[src/rtl/rorg_check_pkg.sv]
// -----------------------------------------------------------------------------
// rorg_check_pkg
// Shared definitions for the response checker: FSM state encoding and the
// MISR polynomial/seed constants used by misr16.
// -----------------------------------------------------------------------------
package rorg_check_pkg;

    typedef enum logic [1:0] {
        IDLE = 2'd0,
        RUN  = 2'd1,
        DONE = 2'd2
    } state_e;

    // x^16 + x^12 + x^5 + 1 (the x^16 term is implicit in the shift-out bit)
    localparam logic [15:0] MISR_POLY = 16'h1021;
    localparam logic [15:0] MISR_SEED = 16'hFFFF;

endpackage

[src/rtl/resp_checker_misr16.sv]
// -----------------------------------------------------------------------------
// misr16
// 16-bit multiple-input signature register, polynomial x^16+x^12+x^5+1.
// Each shift moves the register left by one, folds the shifted-out bit back
// through the polynomial, and XORs the 2-bit input into bits [1:0].
//
// Ports:
//   clk       in   system clock, rising edge
//   reset     in   synchronous active-high reset (loads the seed)
//   clear     in   reload the seed
//   shift_en  in   shift once, absorbing din
//   din[1:0]  in   data folded into the feedback word
//   sig[15:0] out  current signature
// -----------------------------------------------------------------------------
module misr16
    import rorg_check_pkg::*;
(
    input  logic        clk,
    input  logic        reset,
    input  logic        clear,
    input  logic        shift_en,
    input  logic [1:0]  din,
    output logic [15:0] sig
);

    logic [15:0] sig_q;
    logic [15:0] sig_d;

    always_comb begin
        sig_d = sig_q;
        if (clear) begin
            sig_d = MISR_SEED;
        end else if (shift_en) begin
            sig_d = {sig_q[14:0], 1'b0}
                  ^ (sig_q[15] ? MISR_POLY : 16'h0000)
                  ^ {14'h0000, din};
        end
    end

    always_ff @(posedge clk) begin
        if (reset) begin
            sig_q <= MISR_SEED;
        end else begin
            sig_q <= sig_d;
        end
    end

    assign sig = sig_q;

endmodule

[config.mk]
export PLATFORM = sky130hd
export DESIGN_NAME = misr16
export DESIGN_NICKNAME = d
export VERILOG_FILES = /design/src/rtl/rorg_check_pkg.sv /design/src/rtl/resp_checker_misr16.sv
export SDC_FILE = /design/constraint.sdc
export NUM_CORES = 1
export LEC_CHECK = 0
export ABC_AREA = 1
export BUFFER_PORTS_ARGS = -buffer_cell sky130_fd_sc_hd__buf_2
export CORE_MARGIN = 2
export CORE_UTILIZATION = 51
export DETAILED_ROUTE_END_ITERATION = 8
export PLACE_DENSITY = 0.8
export RECOVER_POWER = 50
export SLEW_MARGIN = 30
export SYNTH_ARGS = -nofsm -noshare
export SYNTH_HDL_FRONTEND = slang
export SYNTH_SLANG_ARGS = --single-unit
[constraint.sdc]
create_clock -name clk -period 1.3 [get_ports clk]
set_input_delay 0.065 -clock clk [delete_from_list [all_inputs] [get_ports clk]]
set_output_delay 0.065 -clock clk [all_outputs]
set_load 0.01 [all_outputs]
### After elaboration in Yosys (flattened, before gate mapping)

Index checks and enable logic that the tools add are counted.
W data, S select, Z words.

* output and inout port bits: 16
* bits in registers: 16
* RAM bits: 0
* bits in latches: 0
* memories kept: 0
* memory bits (read-only): 0
* word-level logic and storage cells: 5

* bitwise operators: 2
* shift-type cells: 0
* $mul: 0
* add/sub/neg operators: 0
* reductions and logical operators: 1
* mux-type cells: 1
* equality and inequality tests: 0
* div/mod/pow operators: 0
* order comparisons: 0

Operators with widths (number)
* $xor A16 B13 Y16: 1
* $xor A16 B2 Y16: 1
* $mux W13: 1
* $reduce_or A2 Y1: 1

### Logic depth before layout (Yosys ltp)

Gate-level depths: netlist (run 1).

* depth after elaboration: 3
* gate-level depth with buffers: 5
* gate-level depth less buffers: 5

### Worst setup path after synthesis (run 1)

OpenSTA, ideal clock, no wires.

* path type: register -> register
* start point: register sig_q[15] (netlist: sig[15])
* end point: register sig_q[12] (netlist: sig[12])
* arrival time: 0.682 ns
* clock period less this slack: 0.795 ns
* required time: 1.187 ns
* setup slack: 0.505 ns
* stages on the path, launching flop included: 6
* cell sequence: dfxtp_1 > inv_1 > nand2_1 > nand2_1 > nand2_1 > nand2_1

* longest elaborated chain between the ends: 3

RTL lines
* start: declaration: RTL line resp_checker_misr16.sv:26 `logic [15:0] sig_q;`
* start signal: assignment: RTL line resp_checker_misr16.sv:44 `sig_q <= sig_d;`
* $mux W13: RTL line resp_checker_misr16.sv:35 `^ (sig_q[15] ? MISR_POLY : 16'h0000)`
* $xor A16 B13 Y16: RTL line resp_checker_misr16.sv:35
* $xor A16 B2 Y16: RTL line resp_checker_misr16.sv:36 `^ {14'h0000, din};`

Every way passes these cells.
A chain may end at the register's enable or synchronous reset.

### Worst setup path in the final report (run 1)

* start point: register sig_q[15] (netlist: sig[15])
* end point: output port sig[15]

RTL lines
* end: declaration: RTL line resp_checker_misr16.sv:23 `output logic [15:0] sig`

No word-level cell between the ends.

==> impl_metrics.env, run 1 <==
export IMPL_dr_pass1_iters=4
export IMPL_grt_max_degree=18
export IMPL_drive_gt1_share_pct=24.14
export IMPL_max_freq_mhz=1116
export IMPL_fin_area_um2=804.5
export IMPL_cts_made_buffers=3
export IMPL_dr_total_vias=615
export IMPL_min_path_cells=3
export IMPL_synth_fp_nets=99
export IMPL_syn_cell_area_um2=688.2
export IMPL_fin_crit_ps=896.3
export IMPL_grt_usage_pct=16.84
export IMPL_post_cts_buffers=0
export IMPL_worst_r2r_setup_slack_ps=490
export IMPL_finalSetupTns_ps=0
export IMPL_r2r_cells=5
export IMPL_synth_seq_cells=16
export IMPL_critPathRequiredTime_ps=1240
export IMPL_setup_viol=0
export IMPL_root_buffer="clkbuf_4"
export IMPL_yosys_warnings=0
export IMPL_clk_path_buf_depth=2
export IMPL_hold_viol=0
export IMPL_ios=22
export IMPL_cts_tree="built"
export IMPL_cts_resized=0
export IMPL_diodes=0
export IMPL_cts_sinks=16
export IMPL_synth_cell_types=12
export IMPL_num_rows=13
export IMPL_avgSynthCellArea_um2=7.400
export IMPL_largest_reg_flops=16
export IMPL_layout_commonest_cell="nand2_1"
export IMPL_clk_pin_slew_ps=90
export IMPL_dieArea_mm2=0.001659
export IMPL_wire_per_inst_um=9.260
export IMPL_syn2layout_area_growth_pct=16.91
export IMPL_place_gp_congestion=0.7158
export IMPL_final_cell_mix="nand2_1, buf_2, dfxtp_1, inv_1, nand3_1"
export IMPL_tightest_slew_ps=310.3
export IMPL_crit_buf_inv=1
export IMPL_cp_top_family="flip-flops"
export IMPL_drtAntennaViolNets=0
export IMPL_die_w_um=40.74
export IMPL_p_leak_nw=0.4542
export IMPL_synthCells=93
export IMPL_drtIter0Drc=12
export IMPL_status="finished clean"
export IMPL_vdd_ir_drop_max_mv=0.6765
export IMPL_slew_limit_headroom_pct=79.31
export IMPL_critPathLaunchType="flip-flop"
export IMPL_criticalPathCategory="flip-flop to output port"
export IMPL_rsz0062_at_grt="false"
export IMPL_power_per_cell_area_mw_per_mm2=1196
export IMPL_clock_latency_ps=280
export IMPL_critPathMaxStageDelay_ps=390
export IMPL_cp_slowest_cell="dfxtp_1"
export IMPL_fin_skew_ps=0.5297
export IMPL_grt_pass1_wl_um=1738
export IMPL_yosysSeqAreaShare_pct=46.55
export IMPL_min_period_over_period_pct=68.95
export IMPL_arrival_ps=830
export IMPL_r2r_end="sig[5]$_SDFFE_PP1P_"
export IMPL_port_buffers=21
export IMPL_detailed_place_hpwl_um=860.5
export IMPL_min_from="reset"
export IMPL_grt_overflow_total=0
export IMPL_grt_pass1_vias=426
export IMPL_drt_total_wl_um=1213
export IMPL_coreArea_mm2=0.001285
export IMPL_placedInstanceArea_um2=780.7
export IMPL_htreeDepth=1
export IMPL_nNetsFinal=123
export IMPL_chipHeight_um=40.74
export IMPL_drv_cap=0
export IMPL_drc=0
export IMPL_crit_chain="buf_2"
export IMPL_critPathCaptureType="output port"
export IMPL_slew_violations=0
export IMPL_viasPerCell=4.695
export IMPL_r2r_start="sig[15]$_SDFFE_PP1P_"
export IMPL_initial_utilization_pct=53.55
export IMPL_hp_class="input pin to flip-flop"
export IMPL_hold_end="sig[13]$_SDFFE_PP1P_"
export IMPL_crit_fanout=5
export IMPL_cts_hold_buffers=0
export IMPL_antenna_found_initial=0
==> synthesized netlist by cell type <==
cell	number	share of area, %
inv_2	1	0.54
nand3_1	9	6.5
buf_12	1	2.9
nor2_4	2	3.3
buf_4	2	2.2
nor2_1	7	3.8
dfxtp_1	16	47
o211ai_2	2	3.6
o211ai_1	1	1.1
inv_1	10	5.5
buf_6	1	1.6
nand2_1	41	22
==> cells by family after synthesis <==
group / after synthesis / synth area share (%)
AND/OR/NAND/NOR: 59 / 36.00
flip-flops: 16 / 46.55
buffers and inverters: 15 / 12.73
AO/OA/AOI/OAI: 3 / 4.727
==> layout make-up <==
type | count | area, um^2
sequential | 16 | 320.3
timing repair buffer | 23 | 117.6
clock buffer | 4 | 36.28
tap | 15 | 18.77
inverter | 11 | 41.29
fill | 117 | 480.5
multi-input combinational | 62 | 270.3
==> routing by layer <==
| metal | wire (um) | track usage [%] | vias to the layer above |
|---|---|---|---|
| met5 | 0 | 0 | - |
| met4 | 29 | 12.50 | 0 |
| met3 | 71 | 4.891 | 4 |
| met2 | 520 | 21.03 | 16 |
| met1 | 592 | 23.75 | 268 |
| li1 | - | - | 327 |
==> through the flow <==
stage | util, % | worst slack (ps) | cells | total power, W | hold slack (ps)
2_1_floorplan | - | 505.1 | 93 | 0.0006219 | 167.9
3_3_place_gp | 60.76 | 486.3 | 127 | 0.0006493 | 312.8
3_5_place_dp | 60.76 | 477.9 | 127 | 0.0006511 | 314.9
4_1_cts | 63.58 | 396.0 | 131 | 0.0009731 | 22.90
5_1_grt | 62.61 | 349.7 | 131 | 0.001014 | 25.39
6_report | 62.61 | 403.7 | 131 | 0.0009620 | 25.58
==> power by group <==
| part | internal (W) | leakage (nW) | switching (W) |
|---|---|---|---|
| logic | 0.0000452 | 0.302 | 0.0000694 |
| registers | 0.000509 | 0.131 | 0.0000132 |
| clock network | 0.000171 | 0.0210 | 0.000155 |
==> how the worst max path moves through the flow <==
stage	startpoint	endpoint	cells after the start
after global placement	shift_en	sig[15]$_SDFFE_PP1P_	3
final	sig[15]$_SDFFE_PP1P_	sig[15]	1
after global routing	sig[15]$_SDFFE_PP1P_	sig[15]	1
after floorplan	sig[15]$_SDFFE_PP1P_	sig[12]$_SDFFE_PP1P_	5
after detailed placement	shift_en	sig[15]$_SDFFE_PP1P_	3
after CTS	sig[15]$_SDFFE_PP1P_	sig[15]	1
(Power assumes the default switching activity.)
==> run 2: changes to the inputs <==
- CORE_UTILIZATION: 51 -> 47
- PLACE_DENSITY: 0.8 -> 0.75
- clock period: 1.3 -> 0.9 ns (I/O delays scaled with it)
==> impl_metrics.env, run 2 (synthesis gave the netlist of run 1 again) <==
export IMPL_criticalPathCategory="flip-flop to output port"
export IMPL_detailed_place_hpwl_um=942.8
export IMPL_viasPerCell=4.647
export IMPL_port_buffers=21
export IMPL_pwr_share_clk_pct=33.4
export IMPL_die_w_um=42.27
export IMPL_r2r_start="sig[15]$_SDFFE_PP1P_"
export IMPL_status="finished clean"
export IMPL_cp_top_family="flip-flops"
export IMPL_critPathCaptureType="output port"
export IMPL_hold_end="sig[15]$_SDFFE_PP1P_"
export IMPL_htreeDepth=1
export IMPL_p_leak_nw=0.4697
export IMPL_max_freq_mhz=1162
export IMPL_r2r_end="sig[0]$_SDFFE_PP1P_"
export IMPL_busiest_layer="met2"
export IMPL_power_per_cell_area_mw_per_mm2=1679
export IMPL_crit_start="sig[5]$_SDFFE_PP1P_"
export IMPL_use_met2_pct=25.85
export IMPL_fin_hold_ws_ps=23.16
export IMPL_grt_pass1_vias=540
export IMPL_critPathRequiredTime_ps=850
export IMPL_critPathMaxStageDelay_ps=380
export IMPL_grt_util_met1_pct=17.20
export IMPL_tightest_slew_ps=316.4
export IMPL_antenna_found_initial=0
export IMPL_drive_gt1_share_pct=27.97
export IMPL_nNetsFinal=125
export IMPL_largest_reg_flops=16
export IMPL_r2r_cells=5
export IMPL_num_rows=13
export IMPL_finalSetupTns_ps=0
export IMPL_clk_pin_slew_ps=90
export IMPL_post_cts_buffers=0
export IMPL_place_gp_congestion=0.7682
export IMPL_crit_chain="buf_2"
export IMPL_clock_latency_ps=280
export IMPL_drv_cap=0
export IMPL_diodes=0
export IMPL_arrival_ps=820
export IMPL_syn2layout_area_growth_pct=20.73
export IMPL_cp_slowest_cell="dfxtp_1"
export IMPL_chipHeight_um=42.27
export IMPL_drc=0
export IMPL_grt_usage_pct=15.47
export IMPL_layout_commonest_cell="nand2_1"
export IMPL_hold_viol=0
export IMPL_min_from="reset"
export IMPL_clk_path_buf_depth=2
export IMPL_worst_r2r_setup_slack_ps=150
export IMPL_root_buffer="clkbuf_4"
export IMPL_dr_pass1_iters=3
export IMPL_combPwrFrac_pct=12.5
export IMPL_vdd_ir_drop_max_mv=0.9631
export IMPL_drt_total_wl_um=1258
export IMPL_final_cell_mix="nand2_1, buf_2, dfxtp_1, inv_1, nand3_1"
export IMPL_drtAntennaViolNets=0
export IMPL_fin_crit_ps=860.8
export IMPL_drtIter0Drc=12
export IMPL_cts_made_buffers=3
export IMPL_grt_max_degree=18
export IMPL_slew_limit_headroom_pct=78.91
export IMPL_stdcell_count=133
export IMPL_hp_class="input pin to flip-flop"
export IMPL_slew_violations=0
export IMPL_grt_overflow_total=0
export IMPL_seq_power_share_pct=54.1
export IMPL_cts_tree="built"
export IMPL_p_int_w=0.001054
export IMPL_grt_util_met3_pct=3.017
export IMPL_p_sw_share_pct=24.48
export IMPL_rsz0062_at_grt="false"
export IMPL_total_power_w=0.001395
export IMPL_min_path_cells=3
export IMPL_crit_buf_inv=1
export IMPL_wire_per_inst_um=9.459
export IMPL_p_sw_w=0.0003414
export IMPL_fin_skew_ps=0.9252
export IMPL_initial_utilization_pct=51.59
export IMPL_setup_viol=0
export IMPL_grt_pass1_wl_um=2083
export IMPL_min_period_over_period_pct=95.64
export IMPL_dr_total_vias=618
export IMPL_dp_cells=128
export IMPL_ios=22
export IMPL_coreArea_mm2=0.001334
export IMPL_dieArea_mm2=0.001786
export IMPL_cts_sinks=16
export IMPL_crit_fanout=3
export IMPL_post_route_util_pct=62.29
export IMPL_critPathLaunchType="flip-flop"
[run 2: worst max path at each step]
stage	endpoint	slack [ps]	depth (start not counted)
2_1_floorplan	sig[12]$_SDFFE_PP1P_	110	5
3_3_place_gp	sig[0]$_SDFFE_PP1P_	130	5
3_5_place_dp	sig[0]$_SDFFE_PP1P_	100	5
4_1_cts	sig[15]	8	1
5_1_grt	sig[12]	6	1
6_report	sig[5]	40	1
[run 2: area by class of cell]
cell class / count / area [um^2]
clock buffer: 4 / 36.28
sequential: 16 / 321.6
multi-input combinational: 62 / 275.3
timing repair buffer: 25 / 137.6
inverter: 11 / 41.29
tap: 15 / 18.77
fill: 116 / 503.0
[run 2: power groups by stage]
| stage | combinational, W | clock [W] | sequential, W |
|---|---|---|---|
| after floorplan | 0.000117 | 0 | 0.000782 |
| after global placement | 0.000172 | 0 | 0.000770 |
| after detailed placement | 0.000175 | 0 | 0.000770 |
| after CTS | 0.000175 | 0.000476 | 0.000754 |
| after global routing | 0.000199 | 0.000507 | 0.000758 |
| final | 0.000175 | 0.000466 | 0.000754 |
[run 2: through the flow]
| stage | worst slack (ps) | cell area, um^2 |
|---|---|---|
| floorplan | 105.1 | 688.2 |
| global placement | 130.0 | 788.3 |
| detailed placement | 99.67 | 788.3 |
| CTS | 8.115 | 824.5 |
| global route | 6.167 | 830.8 |
| finish | 39.20 | 830.8 |
[run 2: per-layer routing]
metal / up-vias / wire length, um
li1: 331 / -
met1: 266 / 607
met2: 16 / 559
met3: 5 / 56
met4: 0 / 34
met5: - / 0
[run 2: what timing repair did]
item / in CTS / in global routing
endpoints found under the hold margin: 0 / 1
gates resized for setup: 0 / 1
setup endpoints to repair: 0 / 3
hold buffers: 0 / 1
